--- src/rtl/main_pkg.sv ---
// Shared widths and operand types for the fused multiply-add datapath.
// Latency: n/a (declarations only).
// Backpressure: n/a; the datapath stalls only through its global enable.
package main_pkg;

  localparam int AW = 8;   // multiplicand width (signed)
  localparam int BW = 8;   // multiplier width (signed)
  localparam int CW = 16;  // addend width (two's complement)
  localparam int YW = 16;  // result width; equals CW and covers AW+BW

  typedef logic signed [AW-1:0] a_t;
  typedef logic signed [BW-1:0] b_t;
  typedef logic signed [CW-1:0] c_t;
  typedef logic signed [YW-1:0] y_t;

endpackage

--- src/rtl/main_pipe_reg.sv ---
// Generic pipeline register with synchronous active-high clear and clock enable.
// Latency: 1 enabled clock edge.
// Backpressure: en_i=0 holds the stored value; reset clears regardless of en_i.
module pipe_reg #(
  parameter int W = 8
) (
  input  logic         clk_i,
  input  logic         rst_i,
  input  logic         en_i,
  input  logic [W-1:0] d_i,
  output logic [W-1:0] q_o
);

  logic [W-1:0] data_q;

  // Reset wins over enable; otherwise capture only on enabled edges.
  always_ff @(posedge clk_i) begin
    if (rst_i) begin
      data_q <= '0;
    end else if (en_i) begin
      data_q <= d_i;
    end
  end

  assign q_o = data_q;

endmodule

--- src/rtl/main.sv ---
// Pipelined fused multiply-add y = a*b + c, shaped for a single DSP slice.
// Latency: 2 enabled clock edges from a/b/c to y.
// Backpressure: en=0 freezes every stage, including y; nothing is dropped.
module main
  import main_pkg::*;
(
  input  logic clock,
  input  logic reset,
  input  a_t   a,
  input  b_t   b,
  input  c_t   c,
  input  logic en,
  output y_t   y
);

  a_t a1_q;
  b_t b1_q;
  c_t c1_q;
  y_t y_d;
  y_t y_q;

  // Stage 1: DSP input registers.
  pipe_reg #(.W(AW)) u_a1 (
    .clk_i (clock),
    .rst_i (reset),
    .en_i  (en),
    .d_i   (a),
    .q_o   (a1_q)
  );

  pipe_reg #(.W(BW)) u_b1 (
    .clk_i (clock),
    .rst_i (reset),
    .en_i  (en),
    .d_i   (b),
    .q_o   (b1_q)
  );

  pipe_reg #(.W(CW)) u_c1 (
    .clk_i (clock),
    .rst_i (reset),
    .en_i  (en),
    .d_i   (c),
    .q_o   (c1_q)
  );

  // Multiply-add in YW bits: operands sign-extended, product and sum wrap mod 2^YW.
  always_comb begin
    y_d = y_t'(a1_q) * y_t'(b1_q) + c1_q;
  end

  // Stage 2: multiply-accumulate output register; y comes straight from it.
  pipe_reg #(.W(YW)) u_y (
    .clk_i (clock),
    .rst_i (reset),
    .en_i  (en),
    .d_i   (y_d),
    .q_o   (y_q)
  );

  assign y = y_q;

endmodule

--- config.mk ---
export PLATFORM = sky130hd
export DESIGN_NAME = main
export DESIGN_NICKNAME = d
export VERILOG_FILES = /design/src/rtl/main_pkg.sv /design/src/rtl/main_pipe_reg.sv /design/src/rtl/main.sv
export SDC_FILE = /design/constraint.sdc
export NUM_CORES = 1
export LEC_CHECK = 0
export ABC_AREA = 1
export ABC_CLOCK_PERIOD_IN_PS = 5700
export CAP_MARGIN = 20
export CORE_MARGIN = 2
export CORE_UTILIZATION = 45
export DETAILED_ROUTE_END_ITERATION = 12
export HOLD_SLACK_MARGIN = 0.08
export PLACE_DENSITY = 0.65
export SKIP_LAST_GASP = 1
export SLEW_MARGIN = 20
export SYNTH_ARGS = -nofsm -noshare
export SYNTH_HDL_FRONTEND = slang
export SYNTH_SLANG_ARGS = --single-unit
export TNS_END_PERCENT = 30
--- constraint.sdc ---
create_clock -name clock -period 5.7 [get_ports clock]
set_input_delay 0.855 -clock clock [delete_from_list [all_inputs] [get_ports clock]]
set_output_delay 0.855 -clock clock [all_outputs]
set_load 0.05 [all_outputs]
# ---- Word level (Yosys, flattened, before mapping)
# Cells that the tools add are included.
dict set report op_classes {
  addsub 1
  n_reduce_logical 0
  n_eq_ne 0
  n_lt_le_gt_ge 0
  muxes 0
  mul 1
  bitwise_logic 0
  div 0
  shift 0
}
# operator count
set ops {}
lappend ops {{adder 16 bit} 1}
lappend ops {{multiplier 8 x 8 -> 16 bit} 1}
dict set report totals {
  regBits 48
  ram_bits 0
  output_inout_bits 16
  inputBits 35
  latchBits 0
  romBits 0
  memories 0
  elab_cells 6
}

# ---- Depth between registers and ports, before layout
dict set report depth {
  ltp_word 2
  depth_mapped 23
  mapped_depth_nobuf 22
}

# ---- Cells and area by module
# Synthesis repeated with hierarchy kept, for this count alone.
dict set report hier_totals {
  hier_cells 707
  hier_area_um2 5134.9
}
# module cells_per_inst area_per_inst_um2 n_inst seq_area_each_um2
set by_module_without_submodules {}
lappend by_module_without_submodules {main 403 3110.5 1 0.0}
lappend by_module_without_submodules {{pipe_reg (u_c1 ...)} 101 670.6 2 320.3}
lappend by_module_without_submodules {{pipe_reg (u_a1 ...)} 51 341.6 2 160.2}

# ---- Least setup slack after synthesis
# No wires, ideal clock.
dict set report synth_timing {
  path_kind {flip-flop to flip-flop}
  start {reg u_b1.data_q[7] (netlist: u_b1.q_o[7])}
  end {reg u_y.data_q[10] (netlist: u_y.q_o[10])}
  n_path_buf 0
  arrival_time_ps 4298
  synth_period_minus_slack_ps 4406
  setup_ps 109
  slack_ps 1294
  required_ps 5591
  path_stages_with_launch 18
  cell_sequence {dfxtp_1 > clkinv_1 > or2_2 > fa_1 > fa_1 > inv_1 > fa_1 > fa_1 > fa_1 > ha_1 > nand2_1 > a21oi_1 > or2_1 > a21oi_1 > or2_1 > nand3_1 > nand2_1 > inv_1}
}
dict set report synth_between {
  elab_chain_cells 2
}
# element line_no
set synth_lines {}
lappend synth_lines {{start, declared} main_pipe_reg.sv:14} ;# logic [W-1:0] data_q;
lappend synth_lines {{start signal, assigned} main_pipe_reg.sv:21} ;# data_q <= d_i;
lappend synth_lines {{multiplier 8 x 8 -> 16 bit} main.sv:49} ;# y_d = y_t'(a1_q) * y_t'(b1_q) + c1_q;
lappend synth_lines {{adder 16 bit} main.sv:49}
lappend synth_lines {{end signal, assigned} main_pipe_reg.sv:21}
lappend synth_lines {{end, declared} main_pipe_reg.sv:14}
# No other way between the ends.
# A chain may end at the register's enable or synchronous reset.

# ---- Final worst setup path
# Ends and elaborated chain as after synthesis.

==> flow_summary.json <==
{
  "crit_path_start_kind": "register",
  "first_global_vias": 3881,
  "dpl-instance-area_um2": 5370,
  "cp_common_cell": "fa_1",
  "yosysTopAreaCellShare_pct": 29.6,
  "rows": 37,
  "antennaDiodeCount": 0,
  "synth_area_leaders": "fa_1 30%, dfxtp_1 20%, inv_1 10%",
  "boundaryPins": 51,
  "clock_skew_ns": 0.00730,
  "outcome": "completed",
  "p_per_area_nw_per_um2": 246,
  "htree_levels": 2,
  "synth_edf_count": 0,
  "worst-path-max-fanout": 10,
  "io_buffers": 50,
  "cts-resized-gates": 0,
  "layout_common_cells": "130 x inv_1, 108 x nand2_1, 95 x nor2_1",
  "drv_slew": 0,
  "gr-total-overflow": 0,
  "final_area_um2": 5470,
  "drc": 0,
  "grt_first_pass_wirelength_mm": 18.5,
  "synth_cell_type_count": 28,
  "syn-cell-area_um2": 4800,
  "detail_route.wirelength_mm": 10.7,
  "min_path_type": "register to register",
  "die_h_um": 107,
  "cp_slowest_cell": "fa_1",
  "required_ns": 5.94,
  "grt_use_total_pct": 20.8,
  "die_width_um": 107,
  "layout_commonest_cell": "inv_1",
  "antenna_found_initial": 0,
  "rsz0062_at_grt": "no",
  "period_minus_slack_ns": 4.83,
  "cts_hold_buf": 0,
  "grt_start_max_net_pins": 49,
  "final_nets": 795,
  "async_reset_ff_share_pct": 0,
  "critical_path_class": "register to register",
  "syn_to_final_growth_pct": 14.1,
  "ys_ff_latch": 48,
  "first_pass_iters": 5,
  "regToRegStartpoint": "u_b1.q_o[7]",
  "worstPathArrival_ns": 5.07,
  "slew_headroom_pct": 58.2,
  "ant_nets": 0,
  "drt_iter0_markers": 147,
  "clock_path_buffers": 2,
  "cts_setup_buffers": 0,
  "hold_start": "u_y.q_o[13]",
  "route.vias.total": 3828,
  "ys_warn_count": 0,
  "syn_nets": 765,
  "leakage_nw": 3.02,
  "initial_utilization_pct": 46.5,
  "finalSetupTns_ns": 0,
  "place_hpwl_mm": 8.41,
  "slowest_delay_ns": 0.59,
  "yosysSeqAreaShare_pct": 20.0,
  "avgSynthCellArea_um2": 7.71,
  "netlist_instances": 622,
  "vdd_drop_max_uv": 198,
  "setup_viol": 0,
  "clock-sinks": 48,
  "cap_violations": 0,
  "worst_pin_slew_ns": 0.626,
  "fin_crit_sh_pct": 84.7,
  "clk_root_buffer_cell": "clkbuf_8",
  "end_kind": "register",
  "avgViaCountPerCell": 4.85,
  "timing.fmax_ghz": 0.207,
  "synth_ff_type": "dfxtp_1",
  "dieArea_um2": 11500,
  "clk_pin_slew_ns": 0.10,
  "core-area_um2": 10300,
  "yosysTopAreaCell": "fa_1",
  "gp_congestion": 0.868,
  "finalHoldViolations": 0,
  "num-fill-cells": 994,
  "path_cells": "clkinv_1 -> or2_2 -> fa_1 -> fa_1 -> inv_1 -> fa_1 -> fa_1 -> fa_1 -> ha_1 -> nand2_1 -> a21oi_1 -> or2_1 -> a21oi_1 -> or2_1 -> nand3_1 -> nand2_1 -> inv_1",
  "avgRoutedWirePerCell_um": 13.6,
  "cts_buffers": 5,
  "insertion_delay_ns": 0.33,
  "drive_gt1_share_pct": 2.30,
  "critPathLaunch": "u_b1.q_o[7]",
  "cts_tree": "done"
}
[Yosys cell counts (all sizes together), types with 2 or more instances]
cell and count:
nor2 95, dfxtp 48, nand3 16, o211ai 3, nand3b 2, o21ai 48
inv 131, ha 37, a21oi 14, nand4 2, fa 71, nand2 109
or2 4, a31oi 2, xor2 5, buf 6, clkbuf 23
[path summary, 6_finish.rpt]
check | slack [ns] | cells past startpoint | endpoint
hold reg to reg | 0.49 | 2 | u_y.q_o[13]
setup / recovery | 0.87 | 17 | u_y.q_o[10]
hold / removal | 0.49 | 2 | u_y.q_o[13]
setup reg to reg | 0.87 | 17 | u_y.q_o[10]
[per-stage QoR]
step | cells | total power, mW | hold WS (ns) | setup WS [ns] | utilization [%]
5_1_grt | 789 | 1.46 | 0.531 | 0.590 | 53.0
6_report | 789 | 1.34 | 0.492 | 0.871 | 53.0
2_1_floorplan | 622 | 0.897 | 0.469 | 1.29 | -
3_5_place_dp | 781 | 1.09 | 0.470 | 0.890 | 52.0
3_3_place_gp | 781 | 1.07 | 0.467 | 0.896 | 52.0
4_1_cts | 789 | 1.36 | 0.500 | 0.845 | 53.0
[power by group]
group / internal, mW / switching, mW / leakage [nW] / total, mW
Sequential: 0.370 / 0.0343 / 0.399 / 0.405
Combinational: 0.262 / 0.417 / 2.56 / 0.679
Clock: 0.130 / 0.130 / 0.0552 / 0.260
[critical path, delay by kind of cell (launching register included)]
| kind | cells | cell delay, ns |
|---|---|---|
| AND/OR/NAND/NOR | 6 | 1.00 |
| flip-flops | 1 | 0.32 |
| buffers and inverters | 3 | 0.34 |
| AO/OA/AOI/OAI | 2 | 0.22 |
| adder cells (fa/ha/maj) | 6 | 2.83 |
[kinds of logic after synthesis]
logic type               after synthesis  synth area share (%)
buffers and inverters                161                  12.8
AO/OA/AOI/OAI                         70                  7.83
flip-flops                            48                  20.0
XOR/XNOR                               6                  1.10
AND/OR/NAND/NOR                      229                  19.0
adder cells (fa/ha/maj)              108                  39.3
[area by class of cell]
type / count / area, um^2 / area share (%)
Tap cell: 136 / 170 / 3.11
Multi-Input combinational cell: 413 / 3220 / 58.9
Clock inverter: 2 / 35.0 / 0.640
Clock buffer: 6 / 72.6 / 1.33
Sequential cell: 48 / 961 / 17.6
Inverter: 132 / 495 / 9.05
Timing Repair Buffer: 52 / 515 / 9.42
[routing by layer]
layer  vias up  GRT usage (%)  wire [um]
met5         -              0          0
met2        96           33.9       4940
li1       1908              -          -
met4         0           7.88        291
met1      1803           27.9       5070
met3        21           3.47        454
[state kept, by name, summed over array words and instances (netlist names)]
name	flops
u_a1.q_o	8
u_b1.q_o	8
u_y.q_o	16
u_c1.q_o	16
Power figures use the tool's default switching activity.
